==> config.mk <==
export PLATFORM = sky130hd
export DESIGN_NAME = udp_tx_arbiter
export DESIGN_NICKNAME = d
export VERILOG_FILES = /design/src/rtl/udp_tx_arbiter.sv
export SDC_FILE = /design/constraint.sdc
export NUM_CORES = 1
export LEC_CHECK = 0
export CAP_MARGIN = 10
export CORE_AREA = 3 3 142 144
export CTS_CLUSTER_DIAMETER = 100
export CTS_CLUSTER_SIZE = 14
export DETAILED_ROUTE_END_ITERATION = 10
export DIE_AREA = 0 0 145 147
export PLACE_DENSITY = 0.66
export SLEW_MARGIN = 20
export SYNTH_ARGS = -nofsm -noshare
export SYNTH_HDL_FRONTEND = slang
export SYNTH_SLANG_ARGS = --single-unit
==> constraint.sdc <==
create_clock -name sclk -period 2.7 [get_ports sclk]
set_clock_uncertainty 0.15 [all_clocks]
set_input_delay 0.54 -clock sclk [delete_from_list [all_inputs] [get_ports sclk]]
set_output_delay 0.54 -clock sclk [all_outputs]
set_load 0.01 [all_outputs]
==> src/rtl/udp_tx_arbiter.sv <==
// Packet-granular round-robin arbiter for the shared UDP user-TX stream.
// Two sources, whole-packet grants, truncation with drain, per-port counters.
module udp_tx_arbiter #(
   parameter int unsigned MAX_BEATS = 375,
   parameter int unsigned CNT_W     = 16
) (
   input  logic             sclk,
   input  logic             reset,
   input  logic [1:0]       port_en,
   input  logic             s0_tvalid,
   input  logic [31:0]      s0_tdata,
   input  logic [63:0]      s0_tuser,
   input  logic [3:0]       s0_tkeep,
   input  logic             s0_tlast,
   output logic             s0_tready,
   input  logic             s1_tvalid,
   input  logic [31:0]      s1_tdata,
   input  logic [63:0]      s1_tuser,
   input  logic [3:0]       s1_tkeep,
   input  logic             s1_tlast,
   output logic             s1_tready,
   output logic             m_tvalid,
   output logic [31:0]      m_tdata,
   output logic [63:0]      m_tuser,
   output logic [3:0]       m_tkeep,
   output logic             m_tlast,
   input  logic             m_tready,
   output logic [1:0]       grant,
   output logic             trunc_pulse,
   output logic [CNT_W-1:0] pkt_cnt0,
   output logic [CNT_W-1:0] pkt_cnt1,
   output logic [CNT_W-1:0] trunc_cnt
);

   typedef enum logic [1:0] {IDLE, GNT0, GNT1, DRAIN} state_e;

   state_e           state_q, state_d;
   logic             rr_last_q, rr_last_d;
   logic             drain_src_q, drain_src_d;
   logic [15:0]      beat_cnt_q, beat_cnt_d;
   logic [CNT_W-1:0] pkt_cnt0_q, pkt_cnt0_d;
   logic [CNT_W-1:0] pkt_cnt1_q, pkt_cnt1_d;
   logic [CNT_W-1:0] trunc_cnt_q, trunc_cnt_d;
   logic             trunc_pulse_q;

   logic [1:0] req;
   logic       sel, gnt_act, sv, sl, dv, dl;
   logic       at_max, beat, pkt_end, trunc, done;

   assign req     = {s1_tvalid & port_en[1], s0_tvalid & port_en[0]};
   assign sel     = (state_q == GNT1);
   assign gnt_act = (state_q == GNT0) | (state_q == GNT1);
   assign sv      = sel ? s1_tvalid : s0_tvalid;
   assign sl      = sel ? s1_tlast : s0_tlast;
   assign dv      = drain_src_q ? s1_tvalid : s0_tvalid;
   assign dl      = drain_src_q ? s1_tlast : s0_tlast;
   assign at_max  = (beat_cnt_q == 16'(MAX_BEATS - 1));
   assign beat    = gnt_act & sv & m_tready;
   assign pkt_end = beat & sl;
   assign trunc   = beat & ~sl & at_max;
   assign done    = pkt_end | trunc;

   always_ff @(posedge sclk) begin
      if (reset) begin
         state_q       <= IDLE;
         rr_last_q     <= 1'b1;
         drain_src_q   <= 1'b0;
         beat_cnt_q    <= '0;
         pkt_cnt0_q    <= '0;
         pkt_cnt1_q    <= '0;
         trunc_cnt_q   <= '0;
         trunc_pulse_q <= 1'b0;
      end else begin
         state_q       <= state_d;
         rr_last_q     <= rr_last_d;
         drain_src_q   <= drain_src_d;
         beat_cnt_q    <= beat_cnt_d;
         pkt_cnt0_q    <= pkt_cnt0_d;
         pkt_cnt1_q    <= pkt_cnt1_d;
         trunc_cnt_q   <= trunc_cnt_d;
         trunc_pulse_q <= trunc;
      end
   end

   always_comb begin
      state_d     = state_q;
      rr_last_d   = rr_last_q;
      drain_src_d = drain_src_q;
      beat_cnt_d  = beat_cnt_q;
      pkt_cnt0_d  = pkt_cnt0_q + CNT_W'(done & ~sel);
      pkt_cnt1_d  = pkt_cnt1_q + CNT_W'(done & sel);
      trunc_cnt_d = trunc_cnt_q + CNT_W'(trunc);
      unique case (state_q)
         IDLE: begin
            if (req == 2'b11)
               state_d = rr_last_q ? GNT0 : GNT1;
            else if (req[0])
               state_d = GNT0;
            else if (req[1])
               state_d = GNT1;
         end
         GNT0, GNT1: begin
            if (pkt_end) begin
               rr_last_d  = sel;
               beat_cnt_d = '0;
               // Zero-bubble handover, other port first
               if (req[~sel])
                  state_d = sel ? GNT0 : GNT1;
               else if (!req[sel])
                  state_d = IDLE;
            end else if (trunc) begin
               rr_last_d   = sel;
               beat_cnt_d  = '0;
               drain_src_d = sel;
               state_d     = DRAIN;
            end else if (beat) begin
               beat_cnt_d = beat_cnt_q + 16'd1;
            end else if (beat_cnt_q == '0 && !sv) begin
               // No packet started: release so the other port is not starved
               state_d = IDLE;
            end
         end
         DRAIN: begin
            if (dv & dl)
               state_d = IDLE;
         end
      endcase
   end

   always_comb begin
      m_tvalid  = 1'b0;
      m_tdata   = '0;
      m_tuser   = '0;
      m_tkeep   = '0;
      m_tlast   = 1'b0;
      s0_tready = 1'b0;
      s1_tready = 1'b0;
      grant     = {state_q == GNT1, state_q == GNT0};
      unique case (state_q)
         GNT0: begin
            m_tvalid  = s0_tvalid;
            m_tdata   = s0_tdata;
            m_tuser   = s0_tuser;
            m_tkeep   = s0_tkeep;
            m_tlast   = s0_tlast | at_max;
            s0_tready = m_tready;
         end
         GNT1: begin
            m_tvalid  = s1_tvalid;
            m_tdata   = s1_tdata;
            m_tuser   = s1_tuser;
            m_tkeep   = s1_tkeep;
            m_tlast   = s1_tlast | at_max;
            s1_tready = m_tready;
         end
         DRAIN: begin
            s0_tready = ~drain_src_q;
            s1_tready = drain_src_q;
         end
         default: ;
      endcase
   end

   assign trunc_pulse = trunc_pulse_q;
   assign pkt_cnt0    = pkt_cnt0_q;
   assign pkt_cnt1    = pkt_cnt1_q;
   assign trunc_cnt   = trunc_cnt_q;

endmodule

==> results.yml <==
die:
  core-area_um2: 18800
  initial_utilization_pct: 26.8
  die_h_um: 147
  die_x_um: 145
  num_rows: 50
  die_area_um2: 21300
  pin_count: 364
clock_tree:
  cts_buffers: 9
  cts-root-buf: "clkbuf_16"
  cts_htree_levels: 3
  clk_path_buf_depth: 2
  hold_buffers: 0
  clk_pin_slew_ps: 60
  cts_tree: "done"
  clkLatencyLatePin_ps: 330
  numClockSinks: 69
critical_path:
  rr_endpoint: "pkt_cnt1[14]$_SDFF_PP0_"
  cp_top_family: "buffers and inverters"
  crit_path_end: "m_tlast"
  required_ps: 2010
  arrival_ps: 2000
  path_buf_inv: 6
  r2r_slack_ps: 6
  crit_path_frequent_cell: "buf_6"
  crit_slowest_cell: "dfxtp_2"
  worstPathCellList: "inv_4, ha_4, buf_6, mux2i_4, buf_4, buf_6, buf_6, nand2_2, and2_4, buf_4"
  worstReg2RegStart: "state_q[0]$_SDFFE_PP0P_"
  crit_start: "state_q[0]$_SDFFE_PP0P_"
  reg2reg_depth: 14
  critPathKind: "flip-flop to primary output"
  crit_cells: 10
  critPathMaxStageDelay_ps: 340
  worstPathMaxFanout: 5
  crit_path_end_kind: "primary output"
  start_kind: "flip-flop"
synth:
  ys_ff_latch: 69
  synth_edf_count: 0
  ys_seq_area_share_pct: 27.4
  synth_cell_types: 59
  syn-num-nets: 849
  syn-mean-instance-area_um2: 8.07
  syn-cell-area_um2: 5040
  postSynthCellCount: 624
  synthArstFlopShare_pct: 0
  ys.flop_type: "dfxtp_1"
  yosysWarningCount: 0
cells_and_area:
  fin_cells: 1323
  final_common_cell: "clkdlybuf4s50_1"
  syn2layout_area_growth_pct: 102
  layout-drive-gt1-share_pct: 19.9
  nFillCells: 1746
  most-common-layout-cells: "clkdlybuf4s50_1 (256), nor2b_1 (103), a22oi_1 (89), buf_4 (78), dfxtp_1 (65)"
  fin_nets: 1270
detailed_routing:
  drc_errors: 0
  vias: 6629
  wire_per_inst_um: 22.7
  drt-total-wl_um: 30000
  drt_iter0_markers: 354
  viasPerCell: 5.01
  drt_pre_antenna_iters: 5
  ant_nets: 0
grt:
  grt_max_degree: 49
  grt_util_all_layers_pct: 26.1
  grt_pass1_wl_um: 41800
  grt_pass1_vias: 6346
  grt_antenna_before_repair: 15
  overflow: 0
pwr:
  switching_share_pct: 35.2
  p_switching_mw: 1.82
  power.share.clock_pct: 23.7
  power_mw: 5.18
  internal-power_mw: 3.35
  power_density_nw_per_um2: 508
  leakage_nw: 3.81
  ir_drop_mv: 0.271
  combPwrFrac_pct: 55.9
  seq_power_share_pct: 20.4
placement:
  io_buffer_count: 363
  place_inst: 1272
  gp_congestion: 0.877
  hpwlAfterDp_um: 24300
job:
  max-cap-violations: 0
timing:
  finalHoldViolCount: 0
  rsz0062_at_grt: "true"
  hold_ws_ps: 364
  fin_crit_sh_pct: 99.8
  setup_viol: 0
  fin_crit_ps: 2690
  slew_viol_final: 0
  max_freq_ghz: 0.371
  max_slew.worst_pin.slew_ps: 527
  slew_headroom_pct: 64.9
  setup_tns_ps: 0
worst_hold_path:
  hold_path_class: "flip-flop to flip-flop"
status:
  status: "complete, no violations"
## power by group through the flow
stage	Sequential (mW)	Clock, mW	Combinational, mW
final	1.06	1.23	2.89
after global routing	1.06	1.29	3.06
after CTS	1.05	1.24	2.82
after detailed placement	1.07	0	2.69
after global placement	1.07	0	2.70
after floorplan	1.07	0	1.34
## routing by layer
layer,GRT usage [%],share of wire [%]
met5,0,0.11
met1,27.6,37
met3,5.68,5.2
met4,11.2,1.6
met2,49.7,56
## worst reg2reg max path, cell delays in order (launching register included)
cell,delay [ps]
dfxtp_2,360
inv_4,50
ha_4,170
buf_6,120
mux2_4,210
nand3_4,80
a21oi_4,150
and2_4,180
ha_4,130
ha_4,120
and4_4,230
and3_4,190
nand2_2,50
or3_1,310
a21oi_1,140
## metrics by stage
stage          cell area, um2  worst slack [ps]  util, %
2_1_floorplan            5120              -106        -
3_3_place_gp             9500              -411     50.4
3_5_place_dp             9500              -404     50.4
4_1_cts                 10000             -65.0     53.1
5_1_grt                 10200              -112     54.1
6_report                10200              5.85     54.1
## synth_stat cells, drive strengths merged (2+ instances only)
master  number  area [um2]
mux2         3        37.5
xor2        19         166
nor2b      108         676
nand2       30         118
buf          9        67.6
ha          16         200
inv         10        37.5
and4         9        78.8
clkbuf      40         150
o21ai       15        75.1
nand3b       3        22.5
and2         4        25.0
xnor2       15         131
nand4        8        65.1
a22oi      102         766
or3          9        56.3
a21oi       18        93.8
nor3b        2        15.0
nand3       28         150
or2          2        12.5
a31oi        2        12.5
nor3         8        45.0
nor4         7        88.8
nor4b        2        17.5
and3         8        50.1
mux2i        5        62.6
a41oi        4        35.0
dfxtp       69        1380
nor2        45         185
a311oi       9        78.8
## cells by family after synthesis
logic type                 after synthesis  share of synthesized area, %
AOI/OAI and AO/OA                      161                          23.0
adders and majority gates               16                          3.97
and+or+nand+nor                        277                          32.7
DFF                                     69                          27.4
muxes                                    8                          1.99
xor gates and xnor gates                34                          5.91
buffers and inverters                   59                          5.07
## how the worst min path moves through the flow
stage,startpoint,to,depth (start not counted)
final,pkt_cnt0[6]$_SDFF_PP0_,pkt_cnt0[6]$_SDFF_PP0_,2
after global routing,pkt_cnt1[14]$_SDFF_PP0_,pkt_cnt1[14]$_SDFF_PP0_,2
after CTS,rr_last_q$_SDFFE_PP1P_,rr_last_q$_SDFFE_PP1P_,2
after detailed placement,rr_last_q$_SDFFE_PP1P_,rr_last_q$_SDFFE_PP1P_,2
after global placement,rr_last_q$_SDFFE_PP1P_,rr_last_q$_SDFFE_PP1P_,2
after floorplan,rr_last_q$_SDFFE_PP1P_,rr_last_q$_SDFFE_PP1P_,2
## flip-flops by register name, summed over array words and instances (netlist names)
| signal | count |
|---|---|
| beat_cnt_q | 16 |
| pkt_cnt0 | 16 |
| pkt_cnt1 | 16 |
| trunc_cnt | 16 |
| state_q | 2 |
| drain_src_q | 1 |
| rr_last_q | 1 |
| trunc_pulse | 1 |
## cell type report
class                           count  area (um2)  share of cell area [%]
Timing Repair Buffer              459        4380                    43.0
Multi-Input combinational cell    496        3710                    36.4
Sequential cell                    69        1390                    13.6
Tap cell                          260         325                    3.19
Clock buffer                        9         225                    2.21
Clock inverter                      7        83.8                   0.823
Inverter                           10        40.0                   0.393
Antenna cell                       13        32.5                   0.319
## timing repair
action / in CTS / in global routing
pin swaps: 9 / 14
endpoints found under the setup margin: 114 / 66
resized for setup: 150 / 97
gates cloned: 2 / 0
setup buffers: 14 / 6
No activity file was read; power rests on OpenSTA's default activity.
==> RTL change, RTL diff (config.mk and constraints unchanged) <==
The parameter `CNT_W` goes from 16 to 12.
--- a/src/rtl/udp_tx_arbiter.sv
+++ b/src/rtl/udp_tx_arbiter.sv
@@ -3,5 +3,5 @@
 module udp_tx_arbiter #(
    parameter int unsigned MAX_BEATS = 375,
-   parameter int unsigned CNT_W     = 16
+   parameter int unsigned CNT_W     = 12
 ) (
    input  logic             sclk,
Ports: changed (resized pkt_cnt0, pkt_cnt1 and trunc_cnt); port bits go from 364 to 352. The function was not compared with the original's and may differ.
==> RTL change against the unedited design <==
  * Power is 12% higher
  * Largest power group unchanged
  * Setup slack worse by 80 ps
  * Sequential cell count fell by 12
  * Synthesized area shrank 11%
  * Critical path type is now flip-flop to flip-flop
  * The run now ends with negative setup slack left
  * Die area is the same
  * Sequential share of layout area fell by 1.8 points
  * Wire length decreased by 12%
  * Cell area fell by 4.9%
==> RTL change: results (changes against the unedited design) <==
dpl hpwl 20400 µm (-16%); setup TNS -218 ps (-218 ps); asr flop ratio synth 0% (unchanged); Most flops, register beat_cnt_q; initial antenna violation count 5 (-10); failing checks negative setup slack; number of CTS-inserted buffers 9 (unchanged); sequential fraction of the synthesis area 25.5% (-1.9 points); VDD IR max 0.000304 V (+12%); Comb pwr share 65.7% (+9.8 points); yosys warns 0 (unchanged); Synth Area in Adders 4.47% (+0.49 points); layout net count 1204 (-5.2%); mux cell area share after synthesis 1.51% (-0.48 points); Hold Path Class flip-flop to flip-flop; max reg flops 16; wire per inst 21.2 µm (-6.4%); clock power share 19.1% (-4.6 points); Arrival @ worst endpoint 2870 ps (+870 ps); Slew HR 69.6% (+4.7 points); first-pass GRT wire length 37400 µm (-11%); number of global-route vias before repair 5990 (-5.6%); DR iter-0 viols 274 (-23%); P_sw 2.15 mW (+18%); placer congestion estimate 0.846 (-3.5%); Most used DFF post-synth dfxtp_1; final setup fails 6 (+6); status finished with violations; final setup margin -73.8 ps (-79.6 ps); Clock Latency Late Sink 320 ps; min Tclk post-route 2770 ps (+79.6 ps); IO buf count 351 (-3.3%); dpl ws -317 ps (+86.2 ps); number of vias per cell 4.82 (-3.9%); clock root buffer clkbuf_16; Synth Area in XOR/XNOR 4.89% (-1.0 points); Longest Clk Path Bufs 2 (unchanged); Synth Area in Compound Gates 25.7% (+2.7 points); clock-pin slew on the worst setup and hold paths 50 ps; largest net degree at the start of global routing 41 (-16%); share of cells above drive strength 1 20.3% (+0.42 points); DR pass1 iterations 4 (-1); Yosys cell types 49 (-17%); CTS H-tree lvls 3 (unchanged); LEAKAGE 3.78 nW (-0.87%); synth cell count leaders nor2b_1, a22oi_1, dfxtp_1, clkbuf_1, nor2_1; Area contributors post-synth dfxtp_1, a22oi_1, nor2b_1; Net Count, Synth 799 (-5.9%); Total Routing Usage GR 22.9% (-3.1 points); comb pwr 3.81 mW (+32%); Max FO, Critical Path 4 (-1)
==> RTL change: changes by cell type after synthesis, sizes merged, moves of 5 or more <==
cell / delta
nand2: -5
nand3: -10
dfxtp: -12
nor2: -14
nor4: -5
xnor2: -7
==> RTL change: final cells by class <==
cell class	count	area, µm²
fillers	1788	9140
clock buffers	13	250
clock inverters	3	40.0
inverters	10	37.5
flip-flops and latches	57	1150
diodes	4	10.0
repair buffers	445	4410
well taps	260	325
multi-input cells	456	3480
==> RTL change: through the flow <==
stage / std cells / cell area [µm²]
after global placement: 1203 / 8790
after CTS: 1238 / 9390
after floorplan: 574 / 4540
final: 1248 / 9690
after global routing: 1247 / 9690
after detailed placement: 1203 / 8790
==> RTL change: worst paths after layout <==
kind / startpoint / to / slack, ps / cells after the start
worst max-delay path: state_q[1] / trunc_cnt[10] / -70 / 11
worst min-delay path: pkt_cnt1[6] / pkt_cnt1[6] / 350 / 2
worst max register to register: state_q[1] / trunc_cnt[10] / -70 / 11
worst min register to register: pkt_cnt1[6] / pkt_cnt1[6] / 350 / 2
==> RTL change: routing by layer <==
metal	track usage (%)	wire length, µm	up-vias
li1	-	-	2913
met1	27.7	10400	2863
met2	39.1	13200	209
met3	8.33	2510	23
met4	5.42	363	2
met5	0	8	-
==> RTL change: repair_timing <==
| item | CTS | global route |
|---|---|---|
| setup endpoints to repair | 104 | 102 |
| cloned | 5 | 1 |
| gates resized for setup | 128 | 92 |
| pin swaps | 7 | 18 |
| buffers inserted | 14 | 7 |
| hold endpoints to repair | 0 | 0 |
==> RTL change: critical path, stage by stage, from the launching register on <==
cell and delay [ps]:
dfxtp_4 360, buf_12 100, ha_4 170, buf_6 120
mux2i_4 290, nand4_1 210, nor3_4 310, ha_2 260
ha_4 160, nand2_4 60, or3_1 380, a21oi_1 130
